===== src/rtl/mem_access_unit.sv =====
// Memory access unit: MAR/MDR registers, SRAM handshake FSM with configurable
// wait states, and a memory-mapped switch/hex I/O location.
module mem_access_unit #(
  parameter int unsigned WAIT_STATES = 1,
  parameter logic [15:0] IO_ADDR     = 16'hFFFF
) (
  input  logic        Clk,
  input  logic        Reset_n,
  input  logic [15:0] Bus,
  input  logic        LD_MAR,
  input  logic        LD_MDR,
  input  logic        Mem_OE,
  input  logic        Mem_WE,
  input  logic [15:0] Switches,
  input  logic [15:0] Data_from_SRAM,
  output logic [15:0] MAR,
  output logic [15:0] MDR,
  output logic [19:0] ADDR,
  output logic [15:0] Data_to_SRAM,
  output logic        Data_OE,
  output logic        SRAM_CE_n,
  output logic        SRAM_OE_n,
  output logic        SRAM_WE_n,
  output logic [15:0] HEX_Data,
  output logic        Mem_Ready
);

  typedef enum logic [2:0] {
    IDLE, RD_WAIT, RD_CAP, RD_REL, WR_SETUP, WR_PULSE, WR_HOLD, WR_REL
  } state_t;

  localparam logic [2:0] WS = 3'(WAIT_STATES);

  state_t      r_state, w_next;
  logic [2:0]  r_cnt, w_cnt_next;
  logic [15:0] r_mar, r_mdr, r_hex, r_addr_lat, r_data_lat;
  logic        r_ce_n, r_oe_n, r_we_n, r_data_oe, r_ready;
  logic        w_ce_n, w_oe_n, w_we_n, w_data_oe, w_ready;
  logic        w_io;

  // In IDLE the address about to be latched is still in MAR.
  assign w_io = (r_state == IDLE) ? (r_mar == IO_ADDR) : (r_addr_lat == IO_ADDR);

  always_comb begin
    w_next     = r_state;
    w_cnt_next = r_cnt;
    case (r_state)
      IDLE: begin
        if (!Mem_WE) begin
          w_next     = WR_SETUP;
          w_cnt_next = WS;
        end else if (!Mem_OE) begin
          w_next     = RD_WAIT;
          w_cnt_next = WS;
        end
      end
      RD_WAIT: begin
        if (r_cnt == 3'd0) w_next = RD_CAP;
        else               w_cnt_next = r_cnt - 3'd1;
      end
      RD_CAP:  w_next = RD_REL;
      RD_REL:  if (Mem_OE) w_next = IDLE;
      WR_SETUP: begin
        w_next     = WR_PULSE;
        w_cnt_next = WS;
      end
      WR_PULSE: begin
        if (r_cnt == 3'd0) w_next = WR_HOLD;
        else               w_cnt_next = r_cnt - 3'd1;
      end
      WR_HOLD: w_next = WR_REL;
      WR_REL:  if (Mem_WE) w_next = IDLE;
      default: w_next = IDLE;
    endcase

    // Strobes are decoded from the next state and registered, so the pins
    // change cleanly on the same edge as the state.
    w_ce_n    = 1'b1;
    w_oe_n    = 1'b1;
    w_we_n    = 1'b1;
    w_data_oe = 1'b0;
    w_ready   = 1'b0;
    case (w_next)
      RD_WAIT: begin
        w_ce_n = w_io;
        w_oe_n = w_io;
      end
      RD_CAP: begin
        w_ce_n  = w_io;
        w_oe_n  = w_io;
        w_ready = 1'b1;
      end
      WR_SETUP: begin
        w_ce_n    = w_io;
        w_data_oe = 1'b1;
      end
      WR_PULSE: begin
        w_ce_n    = w_io;
        w_we_n    = w_io;
        w_data_oe = 1'b1;
      end
      WR_HOLD: begin
        w_ce_n    = w_io;
        w_data_oe = 1'b1;
        w_ready   = 1'b1;
      end
      default: ;
    endcase
  end

  always_ff @(posedge Clk or negedge Reset_n) begin
    if (!Reset_n) begin
      r_state    <= IDLE;
      r_cnt      <= 3'd0;
      r_ce_n     <= 1'b1;
      r_oe_n     <= 1'b1;
      r_we_n     <= 1'b1;
      r_data_oe  <= 1'b0;
      r_ready    <= 1'b0;
      r_mar      <= 16'h0;
      r_mdr      <= 16'h0;
      r_hex      <= 16'h0;
      r_addr_lat <= 16'h0;
      r_data_lat <= 16'h0;
    end else begin
      r_state   <= w_next;
      r_cnt     <= w_cnt_next;
      r_ce_n    <= w_ce_n;
      r_oe_n    <= w_oe_n;
      r_we_n    <= w_we_n;
      r_data_oe <= w_data_oe;
      r_ready   <= w_ready;

      if (r_state == IDLE && w_next != IDLE) begin
        r_addr_lat <= r_mar;
        r_data_lat <= r_mdr;
      end

      if (LD_MAR) r_mar <= Bus;

      // A read in flight owns MDR; bus loads only land while no read is requested.
      if (r_state == RD_CAP)
        r_mdr <= (r_addr_lat == IO_ADDR) ? Switches : Data_from_SRAM;
      else if (LD_MDR && Mem_OE)
        r_mdr <= Bus;

      if (r_state == WR_HOLD && r_addr_lat == IO_ADDR) r_hex <= r_data_lat;
    end
  end

  assign MAR          = r_mar;
  assign MDR          = r_mdr;
  assign ADDR         = {4'b0, r_addr_lat};
  assign Data_to_SRAM = r_data_lat;
  assign Data_OE      = r_data_oe;
  assign SRAM_CE_n    = r_ce_n;
  assign SRAM_OE_n    = r_oe_n;
  assign SRAM_WE_n    = r_we_n;
  assign HEX_Data     = r_hex;
  assign Mem_Ready    = r_ready;

endmodule


===== config.mk =====
export PLATFORM = sky130hd
export DESIGN_NAME = mem_access_unit
export DESIGN_NICKNAME = d
export VERILOG_FILES = /design/src/rtl/mem_access_unit.sv
export SDC_FILE = /design/constraint.sdc
export NUM_CORES = 1
export LEC_CHECK = 0
export ABC_CLOCK_PERIOD_IN_PS = 3800
export CORE_ASPECT_RATIO = 0.5
export CORE_MARGIN = 10
export CORE_UTILIZATION = 30
export DETAILED_ROUTE_END_ITERATION = 12
export PLACE_DENSITY = 0.57
export SYNTH_ARGS = -nofsm -noshare
export SYNTH_HDL_FRONTEND = slang
export SYNTH_SLANG_ARGS = --single-unit
export TNS_END_PERCENT = 5

===== constraint.sdc =====
create_clock -name Clk -period 3.8 [get_ports Clk]
set_input_delay 0.38 -clock Clk [delete_from_list [all_inputs] [get_ports Clk]]
set_output_delay 0.38 -clock Clk [all_outputs]
set_load 0.005 [all_outputs]

Word-level counts from Yosys, hierarchy flattened
Index checks and enable logic that the tools add are counted. Widths: inputs -> output; s select.

Register bits after elaboration: 91. Bits in latches: 0. Bits in writable memories: 0. Bits in read-only memories: 0. Input bits: 54. Output and inout bits: 89. Word-level logic and storage cells: 63. Memories: 0.

Add/sub/neg operators: 1. Multiply operators: 0. Divide/modulo/power cells: 0. $lt $le $gt $ge: 0. Equal/unequal tests: 16. Shifts and indexed selects: 0. Multiplexer cells: 20. Bitwise operators: 0. Reduce and logical (&&, ||, !) cells: 14.

Operator list (count): $mux 16 (3); $eq 16x16->1 const B (2); $mux 3 (9); $pmux 3 s8 (1); $eq 3x3->1 const B (7); $eq 3x2->1 const B (3); $pmux 3 s3 (1); $eq 3x1->1 const B (2); $logic_not 3->1 (2); $mux 1 (6); $reduce_bool 3->1 (2); $reduce_or 2->1 (3); $reduce_or 5->1 (1); $logic_and 1x1->1 (3); $ne 3x3->1 const B (1); $reduce_and 3->1 (1); $reduce_or 3->1 (1); $sub 3x1->3 const B (1); $ne 2x2->1 const B (1); $reduce_bool 2->1 (1).

Longest topological paths before layout
Gate-level depths: netlist of run 1.

Depth in word-level cells: 6. Gate-level depth with buffers: 7. Gate-level depth less buffers: 6.

Least setup slack after synthesis of run 1
OpenSTA, ideal clock, no wires.

Path kind: reg-to-reg. Start point: reg r_addr_lat[7]. End point: reg r_hex[10] (netlist: HEX_Data[10]). Setup time: 0.127 ns. Arrival time: 1.705 ns. Required time: 3.673 ns. Slack: 1.967 ns. Cell stages (with the launch flop): 8. Path buffers: 3. Period minus slack after synthesis: 1.833 ns. Path through: dfrtp_1 nand4_1 nor4_1 buf_4 and4_1 buf_4 buf_8 mux2_1.

Longest elaborated chain between the ends: 2.

Ends and longest elaborated chain: start, declared (line 36) `logic [15:0] r_mar, r_mdr, r_hex, r_addr_lat, r_data_lat;`; start signal, assigned (line 135) `r_addr_lat <= r_mar;`; $eq 16x16->1 (line 147) `if (r_state == WR_HOLD && r_addr_lat == IO_ADDR) r_hex <= r_data_lat;`; $logic_and 1x1->1 (line 147); end signal, assigned (line 147); end, declared (line 36).

No other way between the ends. A chain may end at the register's enable or synchronous reset.

Worst setup path after layout of run 1
Start point: reg r_addr_lat[5]. End point: reg r_hex[5] (netlist: HEX_Data[5]).

Same word-level chain as after synthesis.

==> impl_metrics.yaml, run 1 <==
floorplan:
  rows: 29
  fp.dieH_um: 100.4
  initial_core_util: 0.3066
  dieArea_sq_um: 18170
  core_sq_um: 12660
  num_io_pins: 143
  die_x_um: 180.9
pwr:
  p_per_area_nw_per_um2: 657.2
  p_leak_uw: 0.002411
  ir_drop_uv: 235.5
final_layout:
  finish.utilization: 0.4498
  drive_gt1_frac: 0.1839
  syn_to_final_growth_pct: 46.70
  final_cell_mix: "137 x clkdlybuf4s50_1, 88 x dfrtp_1, 52 x mux2_2"
  mostFrequentLayoutCell: "clkdlybuf4s50_1"
  finalNetCount: 486
  num_antenna_cells: 0
  nFillCells: 1162
yosys:
  synth.distinct_cells: 31
  seq_area_frac_synth: 0.5875
  netlist_instances: 295
  synth_warnings: 0
  syn_area_per_cell_sq_um: 13.16
  syn-cell-area_sq_um: 3882
  synth_seq_cells: 91
routing:
  wl_mm: 11.58
  ant_nets: 0
  dr.pass1.iters: 4
  vias: 2813
  wl_per_cell_um: 19.15
  via_per_inst: 4.650
  drt-initial-drc-count: 137
  drc: 0
setup_path:
  worstPathRequired_ps: 4020
  endpoint: "HEX_Data[5]$_DFFE_PN0P_"
  crit_path_start_kind: "flop"
  crit_path_cell_trace: "nand4_1 -> nor4_2 -> buf_4 -> and4_1 -> mux2_2"
  end_kind: "flop"
  worstSetupPathType: "reg2reg"
  critPathMaxFanout: 19
  crit_start: "r_addr_lat[5]$_DFFE_PN0P_"
  rr_worst_depth: 5
  r2r_slack_ps: 1360
  cp.arrival_ps: 2650
  slowest_delay_ps: 760
  rr_endpoint: "HEX_Data[5]$_DFFE_PN0P_"
  cp_slowest_cell: "and4_1"
  r2r-start: "r_addr_lat[5]$_DFFE_PN0P_"
clock_network:
  cts_tree: "yes"
  cts-root-buf: "clkbuf_16"
  clockBufferDepth: 2
  cts.sink_count: 91
  clk_pin_slew_ps: 60
  cts_resized: 0
  htreeDepth: 3
  cts_hold_buf: 0
  cts_buffers: 9
  cts_setup_buffers: 0
  clock_latency_ps: 330
sta:
  slew_violations: 0
  slew-limit-headroom: 0.3938
  rsz0062_at_grt: "false"
  finalHoldViolations: 0
  setup-tns-final_ps: 0
  post-route-min-period_ps: 2437
  worst_pin_slew_ps: 909.3
  skew_ps: 5.344
  setup_viol: 0
  fin_crit_sh: 0.6413
  max_freq_mhz: 410.4
grt:
  antenna_found_initial: 0
  track_usage: 0.1249
  grt_start_max_net_pins: 73
  grt_overflow: 0
  grt_pass1_vias: 2927
  grt_first_pass_wirelength_mm: 17.74
placed_design:
  hpwl_mm: 9.116
  place_congestion: 0.7671
  placement.io_buffers: 138
run:
  maxCapViolCount: 0
worst_hold_path:
  min_path_type: "in2async"
run_status:
  outcome: "finished, final reports clean"
per-layer routing:
metal	part of all wire	wire (um)	up-vias	GRT usage
met1	0.43	5009	1412	0.1521
li1	-	-	1341	-
met5	0	0	-	0
met2	0.51	5959	53	0.2146
met4	0.0071	82	0	0.03195
met3	0.046	532	7	0.03555
synth_stat cells:
master      n  area (sq um)
a2111oi_4   1         27.53
a21boi_1    1         7.510
a21o_1      3         22.52
a21oi_1     3         15.01
a2bb2oi_1   1         8.760
a31oi_1     2         12.51
and4_1      2         17.52
buf_1       1         3.750
buf_2       5         25.02
buf_4       6         45.04
buf_8       1         15.01
clkbuf_1   10         37.54
conb_1      1         3.750
dfrtp_1    88          2202
dfstp_2     3         78.83
ha_1        2         25.02
inv_1       6         22.52
mux2_1     12         135.1
mux2_2     52         585.6
mux2i_1    17         170.2
nand2_1    36         135.1
nand3_1     2         10.01
nand4_1     8         50.05
nor2_1      6         22.52
nor3_1      1         5.000
nor3b_1     1         7.510
nor4_1      4         25.02
o211ai_1    1         7.510
o21ai_0     2         10.01
o221ai_1   16         140.1
or3b_1      1         8.760
how the worst min path moves through the flow:
| stage | to | depth (start not counted) | from |
|---|---|---|---|
| final | MAR[14]$_DFFE_PN0P_ | 1 | Reset_n |
| after global routing | Mem_Ready$_DFF_PN0_ | 1 | Reset_n |
| after CTS | Mem_Ready$_DFF_PN0_ | 1 | Reset_n |
| after detailed placement | r_cnt[1]$_DFFE_PN0P_ | 1 | r_cnt[1]$_DFFE_PN0P_ |
| after global placement | r_cnt[1]$_DFFE_PN0P_ | 1 | r_cnt[1]$_DFFE_PN0P_ |
| after floorplan | Data_OE$_DFF_PN0_ | 0 | Reset_n |
stage by stage:
stage | power [uW] | worst slack, ps | instance area, sq um | cells | hold slack (ps)
2_1_floorplan | 2073 | 1967 | 3894 | 298 | 84.41
3_3_place_gp | 2942 | 1341 | 5414 | 589 | 460.2
3_5_place_dp | 2956 | 1284 | 5414 | 589 | 466.7
4_1_cts | 3801 | 1268 | 5695 | 605 | 215.4
5_1_grt | 3980 | 1181 | 5695 | 605 | 244.6
6_report | 3743 | 1363 | 5695 | 605 | 160.3
report_power, final:
| group | total, uW | switching (uW) | internal (uW) |
|---|---|---|---|
| Sequential | 1590 | 289 | 1300 |
| Clock | 834 | 357 | 477 |
| Combinational | 1320 | 484 | 836 |
| Total | 3740 | 1130 | 2610 |
critical path, delay by kind of cell (launching register included):
kind / cells / cell delay (ps)
muxes: 1 / 410
buffers and inverters: 1 / 350
and+or+nand+nor: 3 / 1180
DFF: 1 / 370
cell type report:
type | instances | area (sq um) | area share
Sequential cell | 91 | 2281 | 0.4005
Multi-Input combinational cell | 178 | 1474 | 0.2588
Timing Repair Buffer | 144 | 1424 | 0.2500
Clock buffer | 12 | 256.5 | 0.04504
Tap cell | 170 | 212.7 | 0.03735
Clock inverter | 4 | 25.02 | 0.004394
Inverter | 6 | 22.52 | 0.003954
cells by family (layout without fill, tap and decap cells):
logic type	Yosys count	count (layout)	synth area share
buffers and inverters	29	166	0.03835
adders and majority gates	2	2	0.006444
other	1	4	0.0009659
and+or+nand+nor	61	61	0.07251
DFF	91	91	0.5875
AOI/OAI and AO/OA	30	30	0.06478
muxes	81	81	0.2295
sequential cells by signal, indices dropped and copies added (netlist names):
name / flops
SRAM_OE_n: 1
r_addr_lat: 16
MDR: 16
Data_OE: 1
SRAM_WE_n: 1
r_state: 3
r_cnt: 3
HEX_Data: 16
SRAM_CE_n: 1
Mem_Ready: 1
MAR: 16
Data_to_SRAM: 16
Note: power is estimated with default switching activity, not from simulation.
==> run 2, diff against run 1 <==
--- a/config.mk
+++ b/config.mk
@@ -5,7 +5,7 @@
 export SDC_FILE = /design/constraint.sdc
 export NUM_CORES = 1
 export LEC_CHECK = 0
-export ABC_CLOCK_PERIOD_IN_PS = 3800
+export ABC_CLOCK_PERIOD_IN_PS = 2400
 export CORE_ASPECT_RATIO = 0.5
 export CORE_MARGIN = 10
 export CORE_UTILIZATION = 30
==> constraint.sdc (replaced) <==
create_clock -name Clk -period 2.4 [get_ports Clk]
set_input_delay 0.24 -clock Clk [delete_from_list [all_inputs] [get_ports Clk]]
set_output_delay 0.24 -clock Clk [all_outputs]
set_load 0.005 [all_outputs]
==> run 2 against run 1 <==
Effect of this change: the run now ends with hold timing left; total power rose by 60%; combinational power increased by 58%; sequential cell count is the same; clock power rose by 65%; register-to-register slack worse by 830 ps; utilization up 0.27 points; final cell count decreased by 0.17%; largest cell class unchanged; largest power group unchanged; highest routed layer unchanged.
==> impl_metrics.yaml, run 2 (synthesis results as in run 1) <==
run_status:
  outcome: "finished with violations"
  violations: "hold timing"
routing:
  drt-initial-drc-count: 131
  vias: 2785
  wl_mm: 11.63
  wl_per_cell_um: 19.25
  via_per_inst: 4.611
  drc: 0
  ant_nets: 0
  dr.pass1.iters: 4
setup_path:
  cp_slowest_cell: "dfrtp_1"
  path_delay_family: "simple AND/OR/NAND/NOR gates"
  worstPathRequired_ps: 2620
  crit_path_cell_trace: "nand4_1 -> nor4_2 -> and4_1 -> buf_4 -> mux2_2"
  slowest_delay_ps: 370
  end_kind: "flop"
  crit_path_start_kind: "flop"
  worstSetupPathType: "reg2reg"
  path_buf_inv: 1
  critPathMaxFanout: 16
  cp.arrival_ps: 2090
clock_network:
  cts_buffers: 9
  clock_latency_ps: 340
  cts_hold_buf: 0
  clockBufferDepth: 2
  cts_setup_buffers: 0
  cts-root-buf: "clkbuf_16"
  clk_pin_slew_ps: 60
  cts_tree: "yes"
  cts_resized: 0
  cts.sink_count: 91
  htreeDepth: 3
pwr:
  seq_power_share: 0.421
  power.share.switching: 0.2964
  p_clk_frac: 0.230
  totalPowerFinal_uw: 5984
  combPwrFrac: 0.349
  p_leak_uw: 0.002430
  p_per_area_nw_per_um2: 1044
  p_sw_uw: 1774
  internal_power_uw: 4210
  ir_drop_uv: 396.2
grt:
  track_usage: 0.1264
  grt_overflow: 0
  grt_pass1_vias: 2867
  antenna_found_initial: 0
  grt_start_max_net_pins: 60
  grt_first_pass_wirelength_mm: 17.73
floorplan:
  core_sq_um: 12660
  dieArea_sq_um: 18170
  num_io_pins: 143
  fp.dieH_um: 100.4
  rows: 29
  initial_core_util: 0.3066
  die_x_um: 180.9
sta:
  fin_hold_ws_ps: -33.85
  post-route-min-period_ps: 1870
  fin_crit_sh: 0.7793
  slew-limit-headroom: 0.4871
  slew_violations: 0
  setup-tns-final_ps: 0
  worst_pin_slew_ps: 769.3
  max_freq_mhz: 534.7
  setup_viol: 0
  skew_ps: 7.733
  rsz0062_at_grt: "false"
  finalHoldViolations: 25
final_layout:
  nFillCells: 1176
  finalNetCount: 487
  ff_latch_area_sq_um: 2281
  syn_to_final_growth_pct: 47.57
  num_antenna_cells: 0
  final_cell_mix: "137 x clkdlybuf4s50_1, 88 x dfrtp_1, 52 x mux2_2"
  multi_input_area_sq_um: 1474
  mostFrequentLayoutCell: "clkdlybuf4s50_1"
  drive_gt1_frac: 0.1820
placed_design:
  placement.io_buffers: 138
  hpwl_mm: 8.855
  place_congestion: 0.7603
worst_hold_path:
  min_path_type: "in2async"
run:
  maxCapViolCount: 0
run 2: cell types whose count changed in the layout (fill, tap and decap cells not counted):
cell,before,now
buf_12,0,2
clkinvlp_4,2,0
clkbuf_8,2,1
bufinv_16,0,1
buf_4,7,6
run 2: routing by layer:
layer / track usage / part of all wire
met5: 0 / 0
met1: 0.1580 / 0.45
met3: 0.03555 / 0.047
met2: 0.2098 / 0.50
met4: 0.03759 / 0.0069
run 2: layout make-up:
class | instances | share of cell area
flip-flops and latches | 91 | 0.3981
multi-input cells | 178 | 0.2573
repair buffers | 145 | 0.2542
clock buffers | 11 | 0.04237
well taps | 170 | 0.03713
clock inverters | 3 | 0.006988
inverters | 6 | 0.003931
run 2: power by group through the flow:
stage	Combinational [uW]	Clock [uW]	Sequential, uW
6_report	2090	1380	2520
5_1_grt	2270	1480	2610
4_1_cts	2140	1420	2520
3_5_place_dp	2130	0	2550
3_3_place_gp	2120	0	2540
2_1_floorplan	851	0	2430
run 2: through the flow:
stage / std cells / utilization / setup slack, ps / area [sq um] / hold WS, ps
detailed placement: 590 / 0.4301 / 429.9 / 5446 / 368.0
global route: 604 / 0.4524 / 381.8 / 5729 / 41.76
floorplan: 298 / - / 567.2 / 3894 / -55.59
finish: 604 / 0.4524 / 529.8 / 5729 / -33.85
global placement: 590 / 0.4301 / 462.9 / 5446 / 365.7
CTS: 604 / 0.4524 / 480.2 / 5729 / 1.288
run 2: path summary, 6_finish.rpt:
path / from / to / slack [ps] / cells past startpoint
setup / recovery: r_addr_lat[6]$_DFFE_PN0P_ / HEX_Data[0]$_DFFE_PN0P_ / 530 / 5
hold / removal: Reset_n / r_state[2]$_DFF_PN0_ / -30 / 1
setup reg to reg: r_addr_lat[6]$_DFFE_PN0P_ / HEX_Data[0]$_DFFE_PN0P_ / 530 / 5
hold reg to reg: r_cnt[2]$_DFFE_PN0P_ / r_cnt[2]$_DFFE_PN0P_ / 480 / 1
max in group asynchronous: Reset_n / HEX_Data[6]$_DFFE_PN0P_ / 1770 / 2
min in group Clk: r_cnt[2]$_DFFE_PN0P_ / r_cnt[2]$_DFFE_PN0P_ / 480 / 1
==> run 3, diff against run 2 <==
--- a/config.mk
+++ b/config.mk
@@ -5,12 +5,12 @@
 export SDC_FILE = /design/constraint.sdc
 export NUM_CORES = 1
 export LEC_CHECK = 0
-export ABC_CLOCK_PERIOD_IN_PS = 2400
+export ABC_CLOCK_PERIOD_IN_PS = 1600
 export CORE_ASPECT_RATIO = 0.5
 export CORE_MARGIN = 10
 export CORE_UTILIZATION = 30
 export DETAILED_ROUTE_END_ITERATION = 12
-export PLACE_DENSITY = 0.57
+export PLACE_DENSITY = 0.59
 export SYNTH_ARGS = -nofsm -noshare
 export SYNTH_HDL_FRONTEND = slang
 export SYNTH_SLANG_ARGS = --single-unit
==> constraint.sdc (replaced) <==
create_clock -name Clk -period 1.6 [get_ports Clk]
set_input_delay 0.16 -clock Clk [delete_from_list [all_inputs] [get_ports Clk]]
set_output_delay 0.16 -clock Clk [all_outputs]
set_load 0.005 [all_outputs]
==> run 3 against run 2 <==
Effect of this change: utilization increased by 3.1 points; sequential share of layout area decreased by 2.5 points; routed wire length increased by 3.3%; combinational power increased by 76%; the flow finishes with violations (setup timing); die area unchanged.
==> impl_metrics.yaml, run 3 (synthesis results as in run 1) <==
run_status:
  outcome: "finished with violations"
  violations: "setup timing"
pwr:
  p_per_area_nw_per_um2: 1558
  seq_power_share: 0.383
  p_leak_uw: 0.002612
  p_clk_frac: 0.231
  internal_power_uw: 6699
  ir_drop_uv: 557.6
  combPwrFrac: 0.386
  power.share.switching: 0.2973
  p_sw_uw: 2834
floorplan:
  die_x_um: 180.9
  initial_core_util: 0.3066
  rows: 29
  fp.dieH_um: 100.4
  num_io_pins: 143
  core_sq_um: 12660
  dieArea_sq_um: 18170
setup_path:
  worstSetupPathType: "reg2reg"
  cp.arrival_ps: 1980
  crit_path_start_kind: "flop"
  end_kind: "flop"
  path_delay_family: "simple AND/OR/NAND/NOR gates"
  rr_endpoint: "HEX_Data[6]$_DFFE_PN0P_"
  cp_slowest_cell: "dfrtp_1"
  r2r_slack_ps: -150
  critPathMaxFanout: 8
  worstPathRequired_ps: 1820
  path_buf_inv: 1
  crit_path_cell_trace: "nand4_1 -> nor4_4 -> and4_4 -> buf_12 -> mux2_4"
  r2r-start: "r_addr_lat[2]$_DFFE_PN0P_"
  rr_worst_depth: 5
  slowest_delay_ps: 370
placed_design:
  placement.io_buffers: 138
  hpwl_mm: 9.280
  placed_cells: 616
  place_congestion: 0.7645
worst_hold_path:
  min_path_type: "in2async"
routing:
  drt-initial-drc-count: 193
  via_per_inst: 4.570
  dr.pass1.iters: 4
  drc: 0
  vias: 2902
  wl_mm: 12.02
  wl_per_cell_um: 18.92
  ant_nets: 0
grt:
  grt_first_pass_wirelength_mm: 18.84
  grt_pass1_vias: 3146
  grtUsageMet3: 0.03555
  grt_overflow: 0
  grt-busiest-layer: "met2"
  antenna_found_initial: 0
  gr-usage-met1: 0.1602
  track_usage: 0.1321
  grt_start_max_net_pins: 36
  use_met2: 0.2278
clock_network:
  cts_buffers: 9
  clk_pin_slew_ps: 70
  cts.sink_count: 91
  cts-root-buf: "clkbuf_16"
  clockBufferDepth: 2
  htreeDepth: 3
  cts_tree: "yes"
  clock_latency_ps: 340
final_layout:
  syn_to_final_growth_pct: 57.56
  fin_cells: 635
  num_antenna_cells: 0
  final_cell_mix: "137 x clkdlybuf4s50_1, 88 x dfrtp_1, 46 x mux2_2"
  drive_gt1_frac: 0.2645
  finalNetCount: 516
  mostFrequentLayoutCell: "clkdlybuf4s50_1"
  nFillCells: 1153
sta:
  max_freq_mhz: 570.2
  skew_ps: 7.276
  fin_crit_sh: 1.096
  rsz0062_at_grt: "true"
  setup-tns-final_ps: -3791
  setup_ws_ps: -153.8
  finalHoldViolations: 0
  setup_viol: 32
  post-route-min-period_ps: 1754
  slew_violations: 0
run:
  maxCapViolCount: 0
-- run 3: power by group through the flow --
stage | registers, uW | logic (uW) | clock network (uW)
5_1_grt | 3780 | 4010 | 2370
3_3_place_gp | 3680 | 3680 | 0
4_1_cts | 3670 | 3750 | 2260
3_5_place_dp | 3700 | 3710 | 0
6_report | 3650 | 3670 | 2210
2_1_floorplan | 3650 | 1280 | 0
-- run 3: final cells by class --
class / count / area, sq um / area share
Clock buffer: 11 / 252.7 / 0.04132
Tap cell: 170 / 212.7 / 0.03477
Timing Repair Buffer: 174 / 1734 / 0.2835
Multi-Input combinational cell: 178 / 1553 / 0.2538
Inverter: 6 / 22.52 / 0.003682
Sequential cell: 91 / 2281 / 0.3729
Clock inverter: 5 / 61.31 / 0.01002
-- run 3: stage by stage --
stage          hold slack [ps]  setup WS, ps  cell area (sq um)    util  total power (uW)
6_report                 297.1        -153.8               6117  0.4831              9533
3_3_place_gp             119.4        -232.4               5667  0.4475              7363
3_5_place_dp             119.9        -311.6               5667  0.4475              7417
5_1_grt                  340.7        -266.4               6117  0.4831             10160
2_1_floorplan           -135.6        -222.2               3897       -              4924
4_1_cts                  308.8        -221.3               6152  0.4858              9680
-- run 3: how the worst max path moves through the flow --
stage	startpoint	end	slack [ps]	cells past startpoint
2_1_floorplan	r_addr_lat[11]$_DFFE_PN0P_	HEX_Data[10]$_DFFE_PN0P_	-220	7
3_3_place_gp	r_addr_lat[2]$_DFFE_PN0P_	HEX_Data[0]$_DFFE_PN0P_	-230	5
3_5_place_dp	r_addr_lat[2]$_DFFE_PN0P_	HEX_Data[1]$_DFFE_PN0P_	-310	5
4_1_cts	r_addr_lat[4]$_DFFE_PN0P_	HEX_Data[6]$_DFFE_PN0P_	-220	6
5_1_grt	r_addr_lat[2]$_DFFE_PN0P_	HEX_Data[15]$_DFFE_PN0P_	-270	5
6_report	r_addr_lat[2]$_DFFE_PN0P_	HEX_Data[6]$_DFFE_PN0P_	-150	5
-- run 3: what timing repair did --
| action | 4_1_cts | 5_1_grt |
|---|---|---|
| hold buffers | 1 | 0 |
| resized for setup | 27 | 3 |
| pin swaps | 3 | 3 |
| endpoints found under the setup margin | 33 | 65 |
| hold endpoints to repair | 24 | 0 |
| setup buffers | 4 | 0 |
| cloned | 1 | 0 |
-- run 3: routing by layer --
| metal | up-vias | routed length (um) |
|---|---|---|
| li1 | 1394 | - |
| met1 | 1443 | 5246 |
| met2 | 55 | 6114 |
| met3 | 10 | 526 |
| met4 | 0 | 129 |
| met5 | - | 0 |
-- run 3: worst register-to-register path, cell delays in order, from the launching register on --
cell	delay (ps)
dfrtp_1	370
nand4_1	150
nor4_4	360
and4_4	310
buf_12	150
mux2_4	300
